`src/rtl/ysyx_23060332_ifu.sv`:
```
// Instruction fetch unit: issues one read at a time and holds the fetched word until the
// decoder retires it. On retire it advances the PC, or redirects it to the EXU target.
module ysyx_23060332_ifu #(
  parameter logic [31:0] RESET_PC = 32'h8000_0000
) (
  input  logic        clk,
  input  logic        rst_n,
  output logic [31:0] ifu_araddr,
  output logic        ifu_arvalid,
  input  logic        ifu_arready,
  input  logic [31:0] ifu_rdata,
  input  logic        ifu_rvalid,
  output logic        ifu_rready,
  input  logic        jump_en,
  input  logic [31:0] jump_addr,
  output logic [31:0] inst_o,
  output logic [31:0] inst_addr,
  output logic        inst_valid,
  input  logic        inst_ready,
  output logic [31:0] inst_cnt
);

  typedef enum logic [1:0] {
    S_IDLE = 2'd0,
    S_REQ  = 2'd1,
    S_WAIT = 2'd2,
    S_HOLD = 2'd3
  } state_e;

  state_e      state_q, state_d;
  logic [31:0] pc_q, pc_d;
  logic [31:0] inst_q, inst_d;
  logic [31:0] inst_addr_q, inst_addr_d;
  logic [31:0] cnt_q, cnt_d;
  logic        arvalid_q, arvalid_d;
  logic        rready_q, rready_d;
  logic        inst_valid_q, inst_valid_d;

  // Next-state, next-PC and captured-instruction logic.
  always_comb begin
    state_d     = state_q;
    pc_d        = pc_q;
    inst_d      = inst_q;
    inst_addr_d = inst_addr_q;
    cnt_d       = cnt_q;
    case (state_q)
      S_IDLE: begin
        state_d = S_REQ;
      end
      S_REQ: begin
        if (arvalid_q && ifu_arready) begin
          state_d = S_WAIT;
        end else begin
          state_d = S_REQ;
        end
      end
      S_WAIT: begin
        if (ifu_rvalid) begin
          state_d     = S_HOLD;
          inst_d      = ifu_rdata;
          inst_addr_d = pc_q;
        end else begin
          state_d = S_WAIT;
        end
      end
      S_HOLD: begin
        if (inst_ready) begin
          state_d = S_REQ;
          cnt_d   = cnt_q + 32'd1;
          // Redirect targets are forced halfword-aligned by clearing bit 0.
          if (jump_en) begin
            pc_d = {jump_addr[31:1], 1'b0};
          end else begin
            pc_d = pc_q + 32'd4;
          end
        end else begin
          state_d = S_HOLD;
        end
      end
      default: begin
        state_d = S_IDLE;
      end
    endcase
  end

  // Handshake outputs are decoded from the next state so they leave flops.
  always_comb begin
    arvalid_d    = 1'b0;
    rready_d     = 1'b0;
    inst_valid_d = 1'b0;
    case (state_d)
      S_REQ:   arvalid_d    = 1'b1;
      S_WAIT:  rready_d     = 1'b1;
      S_HOLD:  inst_valid_d = 1'b1;
      default: begin
        arvalid_d    = 1'b0;
        rready_d     = 1'b0;
        inst_valid_d = 1'b0;
      end
    endcase
  end

  // State, PC, held instruction and retire counter registers.
  always_ff @(posedge clk or negedge rst_n) begin
    if (!rst_n) begin
      state_q      <= S_IDLE;
      pc_q         <= RESET_PC;
      inst_q       <= 32'd0;
      inst_addr_q  <= 32'd0;
      cnt_q        <= 32'd0;
      arvalid_q    <= 1'b0;
      rready_q     <= 1'b0;
      inst_valid_q <= 1'b0;
    end else begin
      state_q      <= state_d;
      pc_q         <= pc_d;
      inst_q       <= inst_d;
      inst_addr_q  <= inst_addr_d;
      cnt_q        <= cnt_d;
      arvalid_q    <= arvalid_d;
      rready_q     <= rready_d;
      inst_valid_q <= inst_valid_d;
    end
  end

  assign ifu_araddr  = pc_q;
  assign ifu_arvalid = arvalid_q;
  assign ifu_rready  = rready_q;
  assign inst_o      = inst_q;
  assign inst_addr   = inst_addr_q;
  assign inst_valid  = inst_valid_q;
  assign inst_cnt    = cnt_q;

endmodule

```
`config.mk`:
```
export PLATFORM = sky130hd
export DESIGN_NAME = ysyx_23060332_ifu
export DESIGN_NICKNAME = d
export VERILOG_FILES = /design/src/rtl/ysyx_23060332_ifu.sv
export SDC_FILE = /design/constraint.sdc
export NUM_CORES = 1
export LEC_CHECK = 0
export ABC_AREA = 1
export CORE_ASPECT_RATIO = 0.8
export CORE_MARGIN = 5
export CORE_UTILIZATION = 51
export DETAILED_ROUTE_END_ITERATION = 10
export GPL_TIMING_DRIVEN = 1
export HOLD_SLACK_MARGIN = 0.06
export PLACE_DENSITY_LB_ADDON = 0.12
export SYNTH_ARGS = -nofsm -noshare
export SYNTH_HDL_FRONTEND = slang
export SYNTH_SLANG_ARGS = --single-unit
```
`constraint.sdc`:
```
create_clock -name clk -period 4.7 [get_ports clk]
set_clock_uncertainty 0.15 [all_clocks]
set_input_delay 0.705 -clock clk [delete_from_list [all_inputs] [get_ports clk]]
set_output_delay 0.705 -clock clk [all_outputs]
set_load 0.05 [all_outputs]
```
* After elaboration in Yosys (flattened, before gate mapping)
Cells that the tools add are included.
** Word-level totals
- Flip-flop bits (word level) :: 133
- Bits of input ports :: 70
- Word-level logic and storage cells :: 28
** Operators by class
- Add/sub/neg operators :: 2
- Eq/ne operators :: 6
- Mux-type cells :: 8
- Reduce and logical (&&, ||, !) cells :: 4
** Operators with widths (number)
- $add A32 B1 Y32 const B :: 1
- $add A32 B3 Y32 const B :: 1
- $mux W32 :: 1
- $eq A2 B2 Y1 const B :: 4
- $pmux W2 S4 :: 1
- $eq A2 B1 Y1 const B :: 2
- $mux W1 :: 4
- $mux W2 :: 2
- $reduce_and A2 Y1 :: 2
- $logic_not A2 Y1 :: 1
- $logic_and A1 B1 Y1 :: 1

* Depth between registers and ports, before layout
Gate-level depths: netlist of run 1.
- Depth in word-level cells :: 5
- Mapped depth :: 10
- Depth with buffers taken out :: 10

* Worst setup path before layout of run 1
No wires, ideal clock.
- Kind :: register -> register
- Start :: reg pc_q[3], in the netlist ifu_araddr[3]
- End :: reg pc_q[28], in the netlist ifu_araddr[28]
- Setup time :: 0.118 ns
- Arrival :: 1.775 ns
- Data required time :: 4.432 ns
- Path slack :: 2.657 ns
- Cell stages (with the launch flop) :: 11
- Path buffers :: 0
- Clock period less this slack :: 2.043 ns
- Cells stage by stage :: dfrtp_1 > ha_1 > nand2_1 > nor2_2 > nand2_2 > nor2_2 > nand2_1 > nand2_1 > nand3_1 > nand2_1 > nand2_1
** On the way
- Cells in the longest elaborated chain, start to end :: 2
** RTL lines
- start: declaration :: line 31 : logic [31:0] pc_q, pc_d;
- start signal: assignment :: line 116 : pc_q <= pc_d;
- $add A32 B3 Y32 :: line 74 : pc_d = pc_q + 32'd4;
- $mux W32 :: line 71 : if (jump_en) begin
No other way between the ends.
A chain may end at the register's enable or synchronous reset.

* Worst setup path in the final report of run 1
- Start :: reg pc_q[26], in the netlist ifu_araddr[26]
- End :: out ifu_araddr[26]
** RTL lines
- end: declaration :: line 8 : output logic [31:0] ifu_araddr,
No word-level cell between the ends.

==> out/metrics.cfg, run 1 <==
[run_status]
status=completed

[floorplanning]
die-area_um2=15300
die_x_um=137
ios=201
start_util=0.515
fp.dieH_um=112
fp.coreArea_um2=12800
rows=37

[layout]
n_antenna_cell=0
drive_above_1_share=0.0869
fillerInstances=1031
final_area_um2=9250
fin_cells=1188
final_nets=1072
syn_to_final_growth_pct=40.5

[placement]
gp_congestion=0.898
hpwl_um=13000
io_buffers=197
place_ws_ns=1.77
placed_cell_area_um2=8680
dp_cells=1156

[synthesis]
muxShareOfSynthArea=0.0582
ys_ff_latch=131
yosysSeqAreaShare=0.498
synth_area_per_cell_um2=8.22
synth_top_family_by_area=simple AND/OR/NAND/NOR gates
synth_cells=801
synth-simple-area-share=0.287
synth_xor_area_frac=0.0293
synthAdderAreaFrac=0.00380
synth_cell_types=36
synth_compound_area_frac=0.0564
yosysWarnings=0
syn_area_um2=6580

[critical_path]
crit_buf_inv=1
start_kind=flip-flop
cp-end-kind=output port
crit_family=buffers and inverters
cp_max_fo=7
crit_required_ns=3.85
slowest_stage=clkdlybuf4s50_1
arrival_ns=1.75
path_cells=clkdlybuf4s50_1
slowest_delay_ns=0.86
crit_type=reg2out

[run]
cap_violations=0

[timing]
finalHoldViolCount=0
slew_headroom=0.219
period_needed_ns=2.61
rsz0062_at_grt=no
tns_ns=0
setup_violations=0
setup_ws_ns=2.09
timing.final.crit_share=0.555
drv_slew=0
max_freq_mhz=383
worstMarginPinSlew_ns=1.17

[route]
vias=5909
ant_nets=0
viasPerCell=4.97
drc=0
drt_iter0_drc=351
firstDrtPassIters=5
wirelength_um=17800
post_drt_wl_per_cell_um=15.0

[pwr]
p_per_area_nw_per_um2=719
irDropWorstVdd_uv=448
power_mw=6.65
leakage_nw=4.22

[global_route]
grt_pass1_wl_um=29400
grt_max_degree=94
grt.total_usage=0.240
overflow=0
grt_pass1_vias=5848
antenna_found_initial=0

[clock_tree]
post_cts_buffers=0
cts.sinks=131
htreeDepth=4
cts_tree=built
cts_resized=0
clk_pin_slew_ns=0.06
cts-root-buf=clkbuf_16
cts_buffers=17
clock_path_buffers=2
insertion_delay_ns=0.42
hold_buffers=0

[min_path]
hold_path.class=in2async

## synthesized netlist by cell type
cell type,n,share of area
o21ai_0,54,0.041
xnor2_1,11,0.015
buf_1,1,0.00057
nor3_4,2,0.0049
a21oi_1,8,0.0061
clkbuf_1,6,0.0034
mux2_1,11,0.019
inv_1,78,0.044
dfrtp_1,130,0.49
o22ai_1,2,0.0019
nor2_4,4,0.0068
o221ai_1,2,0.0027
nand2_1,270,0.15
inv_2,3,0.0017
nand3_2,3,0.0046
nor2_1,77,0.044
o211ai_1,2,0.0023
nor2_8,1,0.0030
nand3_4,2,0.0053
nand2_2,3,0.0029
buf_4,3,0.0034
xor2_1,11,0.015
a31oi_1,1,0.00095
nand4_1,6,0.0057
dfstp_2,1,0.0040
nand3_1,47,0.036
mux2_2,23,0.039
clkinv_1,1,0.00057
buf_6,4,0.0068
nor2_2,8,0.0076
buf_2,8,0.0061
o21ai_1,2,0.0015
conb_1,1,0.00057
nor3_1,7,0.0053
ha_1,2,0.0038
nand3b_1,6,0.0068
## sequential cells by signal (all words and copies together) (netlist names)
name,count
inst_o,32
ifu_arvalid,1
inst_cnt,32
state_q,2
ifu_rready,1
ifu_araddr,31
inst_valid,1
inst_addr,31
## per-stage QoR
| stage | hold WS (ns) | utilization |
|---|---|---|
| after floorplan | 0.259 | - |
| after global placement | 0.316 | 0.679 |
| after detailed placement | 0.323 | 0.679 |
| after CTS | 0.331 | 0.724 |
| after global routing | 0.359 | 0.724 |
| final | 0.296 | 0.724 |
## power breakdown
part | internal [mW] | switching, mW | total, mW
sequential | 1.57 | 0.371 | 1.94
combinational | 1.11 | 2.32 | 3.44
clock | 0.768 | 0.503 | 1.27
## cells in the final DEF (no fill, tap or decap), types with 6 or more instances in the layout
cell type / instances
nor3_1: 7
nand3b_1: 6
nand4_1: 6
clkbuf_16: 17
nand2_1: 269
nand3_1: 47
nor2_1: 77
clkdlybuf4s50_1: 196
dfrtp_1: 130
o21ai_0: 54
mux2_2: 23
xor2_1: 11
nor2_2: 8
a21oi_1: 8
xnor2_1: 11
mux2_1: 11
inv_1: 78
## logic make-up (layout without fill, tap and decap cells)
logic type / count (synthesis) / in the layout
AOI/OAI and AO/OA: 71 / 71
xor gates and xnor gates: 22 / 22
adders and majority gates: 2 / 2
buffers and inverters: 104 / 315
DFF: 131 / 131
muxes: 34 / 34
other: 1 / 2
and+or+nand+nor: 436 / 436
## layout make-up
class / instances / area, µm² / area share
multi-input cells: 567 / 2870 / 0.311
inverters: 82 / 308 / 0.0333
flip-flops and latches: 131 / 3280 / 0.354
clock inverters: 12 / 106 / 0.0115
clock buffers: 20 / 467 / 0.0504
well taps: 175 / 219 / 0.0237
repair buffers: 201 / 2000 / 0.216
## layer usage
metal / track usage / part of all wire / routed length (µm) / vias up
met5: 0 / 0 / 0 / -
met4: 0.0665 / 0.013 / 225 / 0
met3: 0.0623 / 0.081 / 1450 / 18
met2: 0.398 / 0.49 / 8660 / 199
met1: 0.311 / 0.42 / 7450 / 2750
li1: - / - / - / 2942
## worst paths after layout
| path | start | end | slack (ns) | cells after the start |
|---|---|---|---|---|
| worst max register to register | state_q[0]$_DFF_PN0_ | ifu_araddr[8]$_DFFE_PN0P_ | 2.54 | 5 |
| max in group asynchronous | rst_n | inst_addr[11]$_DFFE_PN0P_ | 3.14 | 2 |
| worst min-delay path | rst_n | inst_o[11]$_DFFE_PN0P_ | 0.30 | 1 |
| min in group clk | inst_addr[16]$_DFFE_PN0P_ | inst_addr[16]$_DFFE_PN0P_ | 0.33 | 2 |
| worst max-delay path | ifu_araddr[26]$_DFFE_PN0P_ | ifu_araddr[26] | 2.09 | 1 |
| worst min register to register | inst_addr[16]$_DFFE_PN0P_ | inst_addr[16]$_DFFE_PN0P_ | 0.33 | 2 |
Note: power is estimated with default switching activity, not from simulation.
==> inputs of run 2 (changes only) <==
--- a/config.mk
+++ b/config.mk
@@ -8,7 +8,7 @@
 export ABC_AREA = 1
 export CORE_ASPECT_RATIO = 0.8
 export CORE_MARGIN = 5
-export CORE_UTILIZATION = 51
+export CORE_UTILIZATION = 47
 export DETAILED_ROUTE_END_ITERATION = 10
 export GPL_TIMING_DRIVEN = 1
 export HOLD_SLACK_MARGIN = 0.06
==> constraint.sdc (replaced) <==
create_clock -name clk -period 2.45 [get_ports clk]
set_clock_uncertainty 0.15 [all_clocks]
set_input_delay 0.3675 -clock clk [delete_from_list [all_inputs] [get_ports clk]]
set_output_delay 0.3675 -clock clk [all_outputs]
set_load 0.05 [all_outputs]
==> run 2 against run 1 <==
Effect of this change: critical endpoint is now ifu_araddr[23]; cell count up 1.4%; non-clock buffer count rose by 13; core utilization shrank 2.9 points; worst hold slack worse by 0.12 ns; largest cell class unchanged; clock power up 120%; sequential share of layout area is 0.85 points lower; critical path depth unchanged; routed wire length is 2.3% higher; clock-buffer cell count is the same; power increased by 99%; sequential cell count unchanged; first-iteration DRC count shrank 2.6%.
==> out/metrics.cfg, run 2 (synthesized netlist as in run 1, its figures left out) <==
[run_status]
status=completed

[floorplanning]
start_util=0.482
rows=38
ios=201
die-area_um2=16500
fp.dieH_um=116
die_x_um=142
fp.coreArea_um2=13600

[placement]
dp_cells=1173
io_buffers=197
hpwl_um=13500
gp_congestion=0.860

[clock_tree]
cts_buffers=17
clk_pin_slew_ns=0.06
cts_tree=built
hold_buffers=1
cts-root-buf=clkbuf_16
cts.sinks=131
insertion_delay_ns=0.41
post_cts_buffers=0
htreeDepth=4
cts_resized=0
clock_path_buffers=2

[critical_path]
path_cells=clkdlybuf4s50_1
slowest_stage=clkdlybuf4s50_1
reg2reg_slack_ns=0.44
crit_family=buffers and inverters
reg2reg_from=ifu_araddr[3]$_DFFE_PN0P_
start_kind=flip-flop
cp-end-kind=output port
arrival_ns=1.76
cp_max_fo=6
reg2reg_depth=10
reg2reg_to=ifu_araddr[26]$_DFFE_PN0P_
crit_buf_inv=1
crit_required_ns=1.93
crit_type=reg2out
slowest_delay_ns=0.86

[timing]
timing.final.crit_share=0.931
tns_ns=0
finalHoldViolCount=0
worstMarginPinSlew_ns=0.602
rsz0062_at_grt=no
period_needed_ns=2.28
hold-worst-slack_ns=0.178
drv_slew=0
max_freq_mhz=438
setup_violations=0
slew_headroom=0.597

[global_route]
grt_pass1_vias=6058
grt_pass1_wl_um=30200
antenna_found_initial=0
grt.total_usage=0.230
grt_max_degree=58
overflow=0

[route]
ant_nets=0
firstDrtPassIters=5
drt_iter0_drc=342
wirelength_um=18200
vias=5982
viasPerCell=4.96
post_drt_wl_per_cell_um=15.1
drc=0

[layout]
n_antenna_cell=0
final_nets=1085
syn_to_final_growth_pct=44.0
layout_commonest_cell=nand2_1
mostFrequentLayoutCells=269 x nand2_1, 196 x clkdlybuf4s50_1, 130 x dfrtp_1, 78 x inv_1, 77 x nor2_1
drive_above_1_share=0.0956
final_util=0.695
fin_cells=1205

[pwr]
irDropWorstVdd_uv=914
p_per_area_nw_per_um2=1400
leakage_nw=4.34

[run]
cap_violations=0

[min_path]
hold_path.class=in2async

[run 2: how the worst max path moves through the flow]
| stage | start | to | cells past startpoint |
|---|---|---|---|
| 2_1_floorplan | ifu_araddr[3]$_DFFE_PN0P_ | ifu_araddr[28]$_DFFE_PN0P_ | 10 |
| 3_3_place_gp | inst_ready | ifu_araddr[20]$_DFFE_PN0P_ | 9 |
| 3_5_place_dp | inst_ready | inst_cnt[21]$_DFFE_PN0P_ | 8 |
| 4_1_cts | ifu_araddr[23]$_DFFE_PN0P_ | ifu_araddr[23] | 1 |
| 5_1_grt | ifu_araddr[26]$_DFFE_PN0P_ | ifu_araddr[26] | 1 |
| 6_report | ifu_araddr[23]$_DFFE_PN0P_ | ifu_araddr[23] | 1 |
[run 2: metrics by stage]
stage	cell area, µm²	setup WS, ns	total power [mW]
detailed placement	8810	0.165	10.4
floorplan	6590	0.407	8.01
global placement	8810	0.165	10.4
global route	9480	0.113	13.9
CTS	9480	0.164	13.3
finish	9480	0.168	13.2
[run 2: layout make-up]
cell class              instances  area, µm²
fillers                      1136       4170
flip-flops and latches        131       3280
multi-input cells             567       2870
repair buffers                214       2140
clock buffers                  20        457
inverters                      82        308
well taps                     180        225
clock inverters                11        200
[run 2: worst register-to-register path: stages (launching register included)]
cell	delay (ns)
dfrtp_1	0.43
ha_1	0.21
nand2_1	0.10
nor2_2	0.24
nand2_2	0.19
nor2_4	0.25
nand2_1	0.07
nand2_1	0.06
nand3_1	0.08
nand2_1	0.07
nand2_1	0.05
[run 2: per-layer routing]
metal	track usage	vias to the layer above	wire (µm)	share of wire
met3	0.0652	20	1420	0.078
met2	0.375	206	8540	0.47
met1	0.306	2797	8010	0.44
met5	0	-	0	0
met4	0.0583	0	224	0.012
li1	-	2959	-	-
[run 2: where the power goes]
group	leakage [nW]	internal (mW)	switching (mW)	total, mW
Combinational	2.38	2.19	4.48	6.67
Clock	0.313	1.86	0.967	2.83
Sequential	1.65	3.01	0.730	3.74
==> inputs of run 3 (changes only) <==
--- a/config.mk
+++ b/config.mk
@@ -6,10 +6,12 @@
 export NUM_CORES = 1
 export LEC_CHECK = 0
 export ABC_AREA = 1
+export ABC_CLOCK_PERIOD_IN_PS = 2450
 export CORE_ASPECT_RATIO = 0.8
 export CORE_MARGIN = 5
-export CORE_UTILIZATION = 47
+export CORE_UTILIZATION = 64
 export DETAILED_ROUTE_END_ITERATION = 10
+export DONT_BUFFER_PORTS = 1
 export GPL_TIMING_DRIVEN = 1
 export HOLD_SLACK_MARGIN = 0.06
 export PLACE_DENSITY_LB_ADDON = 0.12
==> run 3 against run 2 <==
Effect of this change: the flow now finishes with violations (hold timing); core utilization up 13 points; clock power down 10%; final area down 12%; worst hold slack worse by 0.69 ns; worst setup slack worse by 0.080 ns; power down 9.9%; clock-buffer cell count unchanged; highest routed layer unchanged; sequential power up 53%; maximum frequency down 3.4%; sequential cell count unchanged.
==> out/metrics.cfg, run 3 (synthesized netlist as in run 1, its figures left out) <==
[run_status]
status=finished, violations left
violations=hold timing

[critical_path]
crit_buf_inv=2
path_cells=buf_6, nand2_1, nor2_4, nand2_4, nor2_4, nand3_1, nand2_1, nand3_1, nand2_1, dlygate4sd3_1
cp-end-kind=flip-flop
critPathMostFrequentCell=nand2_1
reg2reg_slack_ns=0.09
reg2reg_to=ifu_araddr[31]$_DFFE_PN1P_
crit_type=reg2reg
slowest_delay_ns=0.54
reg2reg_from=ifu_araddr[6]$_DFFE_PN0P_
reg2reg_depth=10
slowest_stage=dlygate4sd3_1
cp_max_fo=8
crit_family=simple AND/OR/NAND/NOR gates
arrival_ns=2.57
start_kind=flip-flop
crit_required_ns=2.66

[global_route]
global_route.usage.met3=0.105
gr-usage-met1=0.365
grt.total_usage=0.315
grt_pass1_wl_um=30100
use_met2=0.528
grt_max_degree=132
busiest_layer=met2
overflow=0
grt_pass1_vias=5984
antenna_found_initial=0

[timing]
slew_headroom=0.531
max_freq_mhz=423
timing.final.crit_share=0.964
worstMarginPinSlew_ns=0.703
period_needed_ns=2.36
finalHoldViolCount=131
drv_slew=0
hold-worst-slack_ns=-0.508
setup_violations=0

[layout]
final_nets=997
drive_above_1_share=0.155
syn_to_final_growth_pct=27.3
layout_commonest_cell=nand2_1
mostFrequentLayoutCells=269 x nand2_1, 130 x dfrtp_1, 78 x inv_1, 76 x nor2_1, 64 x dlygate4sd3_1

[pwr]
leakage_nw=4.08
irDropWorstVdd_uv=1180
power_mw=11.9
p_per_area_nw_per_um2=1420

[clock_tree]
cts_buffers=17
clock_path_buffers=2
insertion_delay_ns=0.42
cts-root-buf=clkbuf_16
clk_pin_slew_ns=0.06
cts.sinks=131
htreeDepth=4
cts_tree=built
hold_buffers=64

[floorplanning]
fp.dieH_um=101
ios=201
start_util=0.648
die-area_um2=12400
fp.coreArea_um2=10200
die_x_um=123
rows=33

[route]
vias=6023
drc=0
drt_iter0_drc=597
post_drt_wl_per_cell_um=17.7
wirelength_um=19100
firstDrtPassIters=6
viasPerCell=5.58
ant_nets=0

[placement]
io_buffers=0
gp_congestion=0.890
hpwl_um=12300

[min_path]
hold_path.class=in2async

[run]
cap_violations=0

run 3: cell count changes in the layout (fill, tap and decap cells not counted), moves of 2 or more:
| cell | before | now |
|---|---|---|
| clkinv_2 | 0 | 4 |
| bufinv_16 | 5 | 2 |
| nor2_2 | 8 | 6 |
| clkdlybuf4s50_1 | 196 | 0 |
| nor2_4 | 4 | 7 |
| dlygate4sd3_1 | 1 | 64 |
| buf_4 | 14 | 59 |
run 3: worst max path at each step:
stage / slack (ns) / from / cells past startpoint / end
after detailed placement: 0.50 / inst_cnt[18]$_DFFE_PN0P_ / 9 / inst_cnt[29]$_DFFE_PN0P_
after global placement: 0.52 / inst_cnt[18]$_DFFE_PN0P_ / 9 / inst_cnt[29]$_DFFE_PN0P_
after CTS: 0.07 / ifu_araddr[6]$_DFFE_PN0P_ / 10 / ifu_araddr[31]$_DFFE_PN1P_
after global routing: -0.02 / ifu_araddr[6]$_DFFE_PN0P_ / 10 / ifu_araddr[31]$_DFFE_PN1P_
after floorplan: 0.41 / ifu_araddr[3]$_DFFE_PN0P_ / 10 / ifu_araddr[28]$_DFFE_PN0P_
final: 0.09 / ifu_araddr[6]$_DFFE_PN0P_ / 10 / ifu_araddr[31]$_DFFE_PN1P_
run 3: layout make-up:
cell class | instances | area, µm²
antenna | 1 | 2.50
clock buffer | 20 | 457
clock inverter | 12 | 131
fill | 632 | 1770
inverter | 82 | 308
multi-input combinational | 567 | 2900
sequential | 131 | 3280
tap | 140 | 175
timing repair buffer | 126 | 1130
run 3: routing by layer:
layer  vias to the layer above  part of all wire
li1                       2778                 -
met1                      2885              0.37
met2                       302              0.50
met3                        58             0.097
met4                         0             0.034
met5                         -                 0
run 3: worst reg2reg max path, stage by stage, from the launching register on:
cell	delay, ns
dfrtp_1	0.42
buf_6	0.20
nand2_1	0.14
nor2_4	0.18
nand2_4	0.10
nor2_4	0.18
nand3_1	0.11
nand2_1	0.10
nand3_1	0.10
nand2_1	0.07
dlygate4sd3_1	0.54
run 3: through the flow:
stage,area (µm²),setup WS (ns),cells,util,TNS [ns]
floorplan,6590,0.407,802,-,0
global placement,7110,0.520,980,0.700,0
detailed placement,7110,0.498,980,0.700,0
CTS,8340,0.0729,1076,0.821,0
global route,8380,-0.0213,1078,0.825,-0.0213
finish,8380,0.0881,1079,0.825,0
run 3: report_power, final:
group	leakage, nW	switching [mW]	internal, mW
clock network	0.290	0.983	1.55
registers	1.65	2.74	2.97
logic	2.15	2.46	1.22
run 3: repair_timing:
| item | in CTS | in global routing |
|---|---|---|
| endpoints found under the hold margin | 195 | 131 |
| endpoints found under the setup margin | 0 | 1 |
| gates resized for setup | 0 | 6 |
| buffers inserted | 0 | 2 |
